[config.mk]
export PLATFORM = sky130hd
export DESIGN_NAME = okand_result_collector
export DESIGN_NICKNAME = d
export VERILOG_FILES = /design/src/rtl/okand_pkg.sv /design/src/rtl/okand_sync_fifo.sv /design/src/rtl/okand_result_collector.sv
export SDC_FILE = /design/constraint.sdc
export NUM_CORES = 1
export LEC_CHECK = 0
export ABC_AREA = 0
export BUFFER_PORTS_ARGS = -buffer_cell sky130_fd_sc_hd__buf_2
export CORE_AREA = 3 3 107 99
export DETAILED_ROUTE_END_ITERATION = 6
export DIE_AREA = 0 0 110 102
export HOLD_SLACK_MARGIN = 0.03
export PLACE_DENSITY_LB_ADDON = 0.2
export SLEW_MARGIN = 20
export SYNTH_ARGS = -nofsm -noshare
export SYNTH_HDL_FRONTEND = slang
export SYNTH_SLANG_ARGS = --single-unit
[constraint.sdc]
create_clock -name pc_clk -period 5.2 [get_ports pc_clk]
set_clock_uncertainty 0.05 [all_clocks]
set_input_delay 0.52 -clock pc_clk [delete_from_list [all_inputs] [get_ports pc_clk]]
set_output_delay 0.52 -clock pc_clk [all_outputs]
set_load 0.1 [all_outputs]
[src/rtl/okand_pkg.sv]
// okand_pkg: shared widths and drain FSM state type for the okand result collector.
package okand_pkg;
    localparam int WORD_W = 16;
    localparam int BYTE_W = 8;
    typedef enum logic [1:0] {IDLE, LO, HI} drain_state_t;
endpackage

[src/rtl/okand_sync_fifo.sv]
// okand_sync_fifo: first-word-fall-through FIFO; accepts a push on a full FIFO when the same edge pops.
module okand_sync_fifo #(
    parameter int WIDTH = 16,
    parameter int DEPTH = 4
) (
    input  logic                     clk,
    input  logic                     rst,
    input  logic                     push,
    input  logic [WIDTH-1:0]         push_data,
    input  logic                     pop,
    output logic [WIDTH-1:0]         head,
    output logic [WIDTH-1:0]         head_next,
    output logic                     full,
    output logic                     empty,
    output logic [$clog2(DEPTH):0]   count
);
    localparam int AW = $clog2(DEPTH);
    localparam int CW = AW + 1;

    logic [WIDTH-1:0] mem [DEPTH];
    logic [AW-1:0] rd_ptr, wr_ptr, rd_nxt;
    logic wr_en;

    assign rd_nxt = rd_ptr + 1'b1;
    assign full = count == CW'(DEPTH);
    assign empty = count == '0;
    assign wr_en = push && (!full || pop);
    assign head = mem[rd_ptr];
    // Lets the reader present the following word in the same cycle it pops the head.
    assign head_next = mem[rd_nxt];

    always_ff @(posedge clk) begin
        if (wr_en)
            mem[wr_ptr] <= push_data;
    end

    always_ff @(posedge clk) begin
        if (rst) begin
            rd_ptr <= '0;
            wr_ptr <= '0;
            count <= '0;
        end else begin
            if (wr_en)
                wr_ptr <= wr_ptr + 1'b1;
            if (pop)
                rd_ptr <= rd_nxt;
            count <= (wr_en && !pop) ? count + 1'b1 : (!wr_en && pop) ? count - 1'b1 : count;
        end
    end
endmodule

[src/rtl/okand_result_collector.sv]
// okand_result_collector: deserializes 16-bit LSB-first result bursts, buffers them,
// and drains each word as a low/high byte pair over a valid/ready interface.
module okand_result_collector
    import okand_pkg::*;
#(
    parameter int DEPTH = 4
) (
    input  logic                   pc_clk,
    input  logic                   pc_rst,
    input  logic                   fpga_data,
    input  logic                   fpga_valid,
    output logic [7:0]             byte_data,
    output logic                   byte_valid,
    input  logic                   byte_ready,
    output logic [$clog2(DEPTH):0] word_count,
    output logic                   overflow,
    output logic                   frame_err
);
    localparam int CW = $clog2(DEPTH) + 1;

    logic [3:0] bit_cnt;
    logic [WORD_W-2:0] shreg;
    logic [WORD_W-1:0] push_word, head, head_next;
    logic push, pop, full, empty, hs, more, many;
    drain_state_t state, state_d;
    logic [BYTE_W-1:0] data_d;
    logic valid_d;

    assign push = fpga_valid && bit_cnt == 4'd15;
    assign push_word = {fpga_data, shreg};
    assign hs = byte_valid && byte_ready;
    assign pop = state == HI && hs;
    assign many = word_count > CW'(1);
    // A word pushed on the popping edge counts as remaining, keeping the drain back-to-back.
    assign more = many || push;

    okand_sync_fifo #(.WIDTH(WORD_W), .DEPTH(DEPTH)) fifo (
        .clk(pc_clk),
        .rst(pc_rst),
        .push(push),
        .push_data(push_word),
        .pop(pop),
        .head(head),
        .head_next(head_next),
        .full(full),
        .empty(empty),
        .count(word_count)
    );

    always_ff @(posedge pc_clk) begin
        if (pc_rst) begin
            bit_cnt <= '0;
            shreg <= '0;
            frame_err <= 1'b0;
            overflow <= 1'b0;
        end else begin
            frame_err <= !fpga_valid && bit_cnt != 4'd0;
            if (fpga_valid) begin
                if (bit_cnt != 4'd15)
                    shreg[bit_cnt] <= fpga_data;
                bit_cnt <= bit_cnt + 4'd1;
            end else begin
                bit_cnt <= '0;
            end
            if (push && full && !pop)
                overflow <= 1'b1;
        end
    end

    always_ff @(posedge pc_clk) begin
        if (pc_rst) begin
            state <= IDLE;
            byte_data <= '0;
            byte_valid <= 1'b0;
        end else begin
            state <= state_d;
            byte_data <= data_d;
            byte_valid <= valid_d;
        end
    end

    always_comb begin
        state_d = (state == IDLE) ? (empty ? IDLE : LO)
                : (state == LO)   ? (hs ? HI : LO)
                :                   (hs ? (more ? LO : IDLE) : HI);
    end

    always_comb begin
        valid_d = state_d != IDLE;
        data_d = (state == IDLE && !empty) ? head[BYTE_W-1:0]
               : (state == LO && hs)       ? head[WORD_W-1:BYTE_W]
               : (pop && more)             ? (many ? head_next[BYTE_W-1:0] : push_word[BYTE_W-1:0])
               :                             byte_data;
    end
endmodule

==> flow_summary.toml <==
[pwr]
pwr_density_cell_nw_per_um2 = 282
ir_worst_vdd_mv = 0.204
p_leak_uw = 0.00174

[floorplanning]
die_w_microns = 110
fp.coreArea_sq_um = 9570
num_rows = 34
start_util_pct = 49.3
die_area_sq_um = 11200
dieHeight_microns = 102
pin_count = 19

[sta]
fin_ws_ns = 2.57
drv_slew = 0
fin_crit_ns = 2.63
slew_headroom_pct = 35.7
worstMarginPinSlew_ns = 0.959
min_period_over_period_pct = 50.5
fmax_ghz = 0.381
holdWs_ns = 0.457
tns_ns = 0
hold_violations = 0
setup_viol = 0
rsz0062_at_grt = "false"

[layout]
layout_commonest_cell = "edfxtp_1"
layout_common_cells = "64 x edfxtp_1, 41 x dfxtp_1, 31 x nor2_1"
antennaDiodeCount = 0
fillers = 809
nets = 370
layout.cells.non_filler = 482
area_growth_pct = 6.94
drive_gt1_share_pct = 21.3
stdcell_area_sq_um = 5050

[clocking]
h-tree-depth = 3
post_cts_buffers = 0
cts_max_path_buffers = 2
ctsResizeCount = 0
path_clk_slew_ns = 0.10
cts_tree = "yes"
ctsHoldBuffers = 0
cts.sinks = 105
clock_latency_ns = 0.37
root_buffer = "clkbuf_8"
cts_made_buffers = 9

[yosys]
synth.avg_cell_area_sq_um = 13.8
synth.distinct_cells = 45
ys_top_cells_by_area = "edfxtp_1 41%, dfxtp_1 17%, mux4_2 7.6%, mux2_2 3.8%, ha_1 3.7%"
ys_seq_area_share_pct = 58.1
synth_async_sr_flop_share_pct = 0
ys_seq_elements = 105
synth_largest_area_cell = "edfxtp_1"
synth_top_area_share_pct = 40.7
synth-edff-count = 64
yosysWarnings = 0
synthesis.instances = 343
ys.flop_type = "edfxtp_1"
syn-num-nets = 362
synthesis.area_sq_um = 4720

[min_path]
hold_class = "flop to flop"
hold_start = "bit_cnt[0]"
min_to = "bit_cnt[0]"
hold_depth = 1

[place]
placedCellCount = 466
portBuffers = 18
place_area_sq_um = 4840
gp_congestion = 0.885
dpl.hpwl_mm = 6.59
pre_cts_slack_ns = 2.47

[setup_path]
path_class = "flop to flop"
path_cells = "ha_1, nand4_2, a31oi_2, and2_1"
cp-start-kind = "flop"
cp.arrival_ns = 2.58
reg2reg_to = "fifo.mem[2][9]"
crit_buf_inv = 0
cpMaxStageDelayCell = "and2_1"
cp_top_family = "simple AND/OR/NAND/NOR gates"
worstReg2RegStart = "bit_cnt[0]"
endpoint_kind = "flop"
cp_max_fo = 16
rrSetupSlack_ns = 2.57
cpPeakStageDelay_ns = 0.76
worst-r2r-cell-count = 4
crit_required_ns = 5.15

[route]
drt_pass1_iterations = 5
post_drt_via_cell_ratio = 5.83
drc_errors = 0
drt-total-wl_mm = 9.48
wl_per_cell_microns = 19.7
drt-initial-drc-count = 241
vias = 2812
antenna_left = 0

[run]
drv_cap = 0

[global_routing]
grt.total_usage_pct = 18.3
antenna_found_initial = 0
grt_pass1_vias = 2737
grt-ovfl-total = 0
grt_max_degree = 30
grt_pass1_wl_mm = 15.1

[outcome]
outcome = "complete, no violations"
==> sequential cells by signal (all words and copies together), names as in the netlist, named ones only <==
name / cells
fifo.rd_ptr: 2
bit_cnt: 4
fifo.wr_ptr: 2
overflow: 1
shreg: 15
frame_err: 1
fifo.count: 3
state: 2
byte_valid: 1
fifo.mem: 64
byte_data: 8
==> cell type report <==
type	instances	area (sq um)	share of cell area, %
clock inverters	7	85.1	1.68
repair buffers	19	97.6	1.93
multi-input cells	207	1810	35.8
well taps	126	158	3.12
flip-flops and latches	105	2740	54.3
inverters	9	33.8	0.669
clock buffers	9	124	2.45
==> cell usage after synthesis, types with 5 or more instances <==
cell type and count:
clkbuf_1 6, dfxtp_1 41, o41ai_1 8, inv_1 8, mux2_2 16, nor2_1 31
ha_1 14, o22ai_1 8, nand4_1 5, nand2_1 11, buf_4 5, and2_1 6
a211o_1 8, mux4_2 16, nand4b_1 8, o21ai_0 9, mux2i_1 17, a31oi_1 16
edfxtp_1 64
==> through the flow <==
| stage | total power (uW) | util [%] |
|---|---|---|
| floorplan | 913 | - |
| global placement | 920 | 50.6 |
| detailed placement | 921 | 50.6 |
| CTS | 1440 | 52.8 |
| global route | 1470 | 52.8 |
| finish | 1420 | 52.8 |
==> routing by layer <==
layer  global-route usage, %  share of wire (%)
met5                       0                  0
met4                    6.14                1.6
met3                    4.49                6.4
met2                    25.0                 42
met1                    28.5                 49
==> where the power goes <==
part / switching (uW) / internal (uW) / total (uW) / leakage (uW)
Combinational: 16.8 / 6.22 / 23.0 / 0.000751
Sequential: 3.00 / 875 / 878 / 0.000893
Clock: 291 / 233 / 523 / 0.000100
==> worst max-delay path by stage <==
stage                              from              end  slack [ns]  cells past startpoint
after floorplan           fifo.count[0]    fifo.count[2]        2.43                      6
after global routing         bit_cnt[0]  fifo.mem[1][14]        2.40                      4
final                        bit_cnt[0]   fifo.mem[2][9]        2.57                      4
after global placement       fpga_valid   fifo.mem[1][9]        2.52                      4
after CTS                    bit_cnt[0]   fifo.mem[2][9]        2.54                      4
after detailed placement     fpga_valid  fifo.mem[2][14]        2.47                      4
==> cell families (layout without fill, tap and decap cells) <==
kind of cell	Yosys count	count (layout)	synth area share, %
multiplexers	49	49	15.0
adder cells (fa/ha/maj)	14	14	3.71
buffers and inverters	31	44	3.60
AO/OA/AOI/OAI	61	61	9.83
flip-flops	105	105	58.1
AND/OR/NAND/NOR	76	76	8.45
XOR/XNOR	7	7	1.30
No activity file was read; power rests on OpenSTA's default activity.
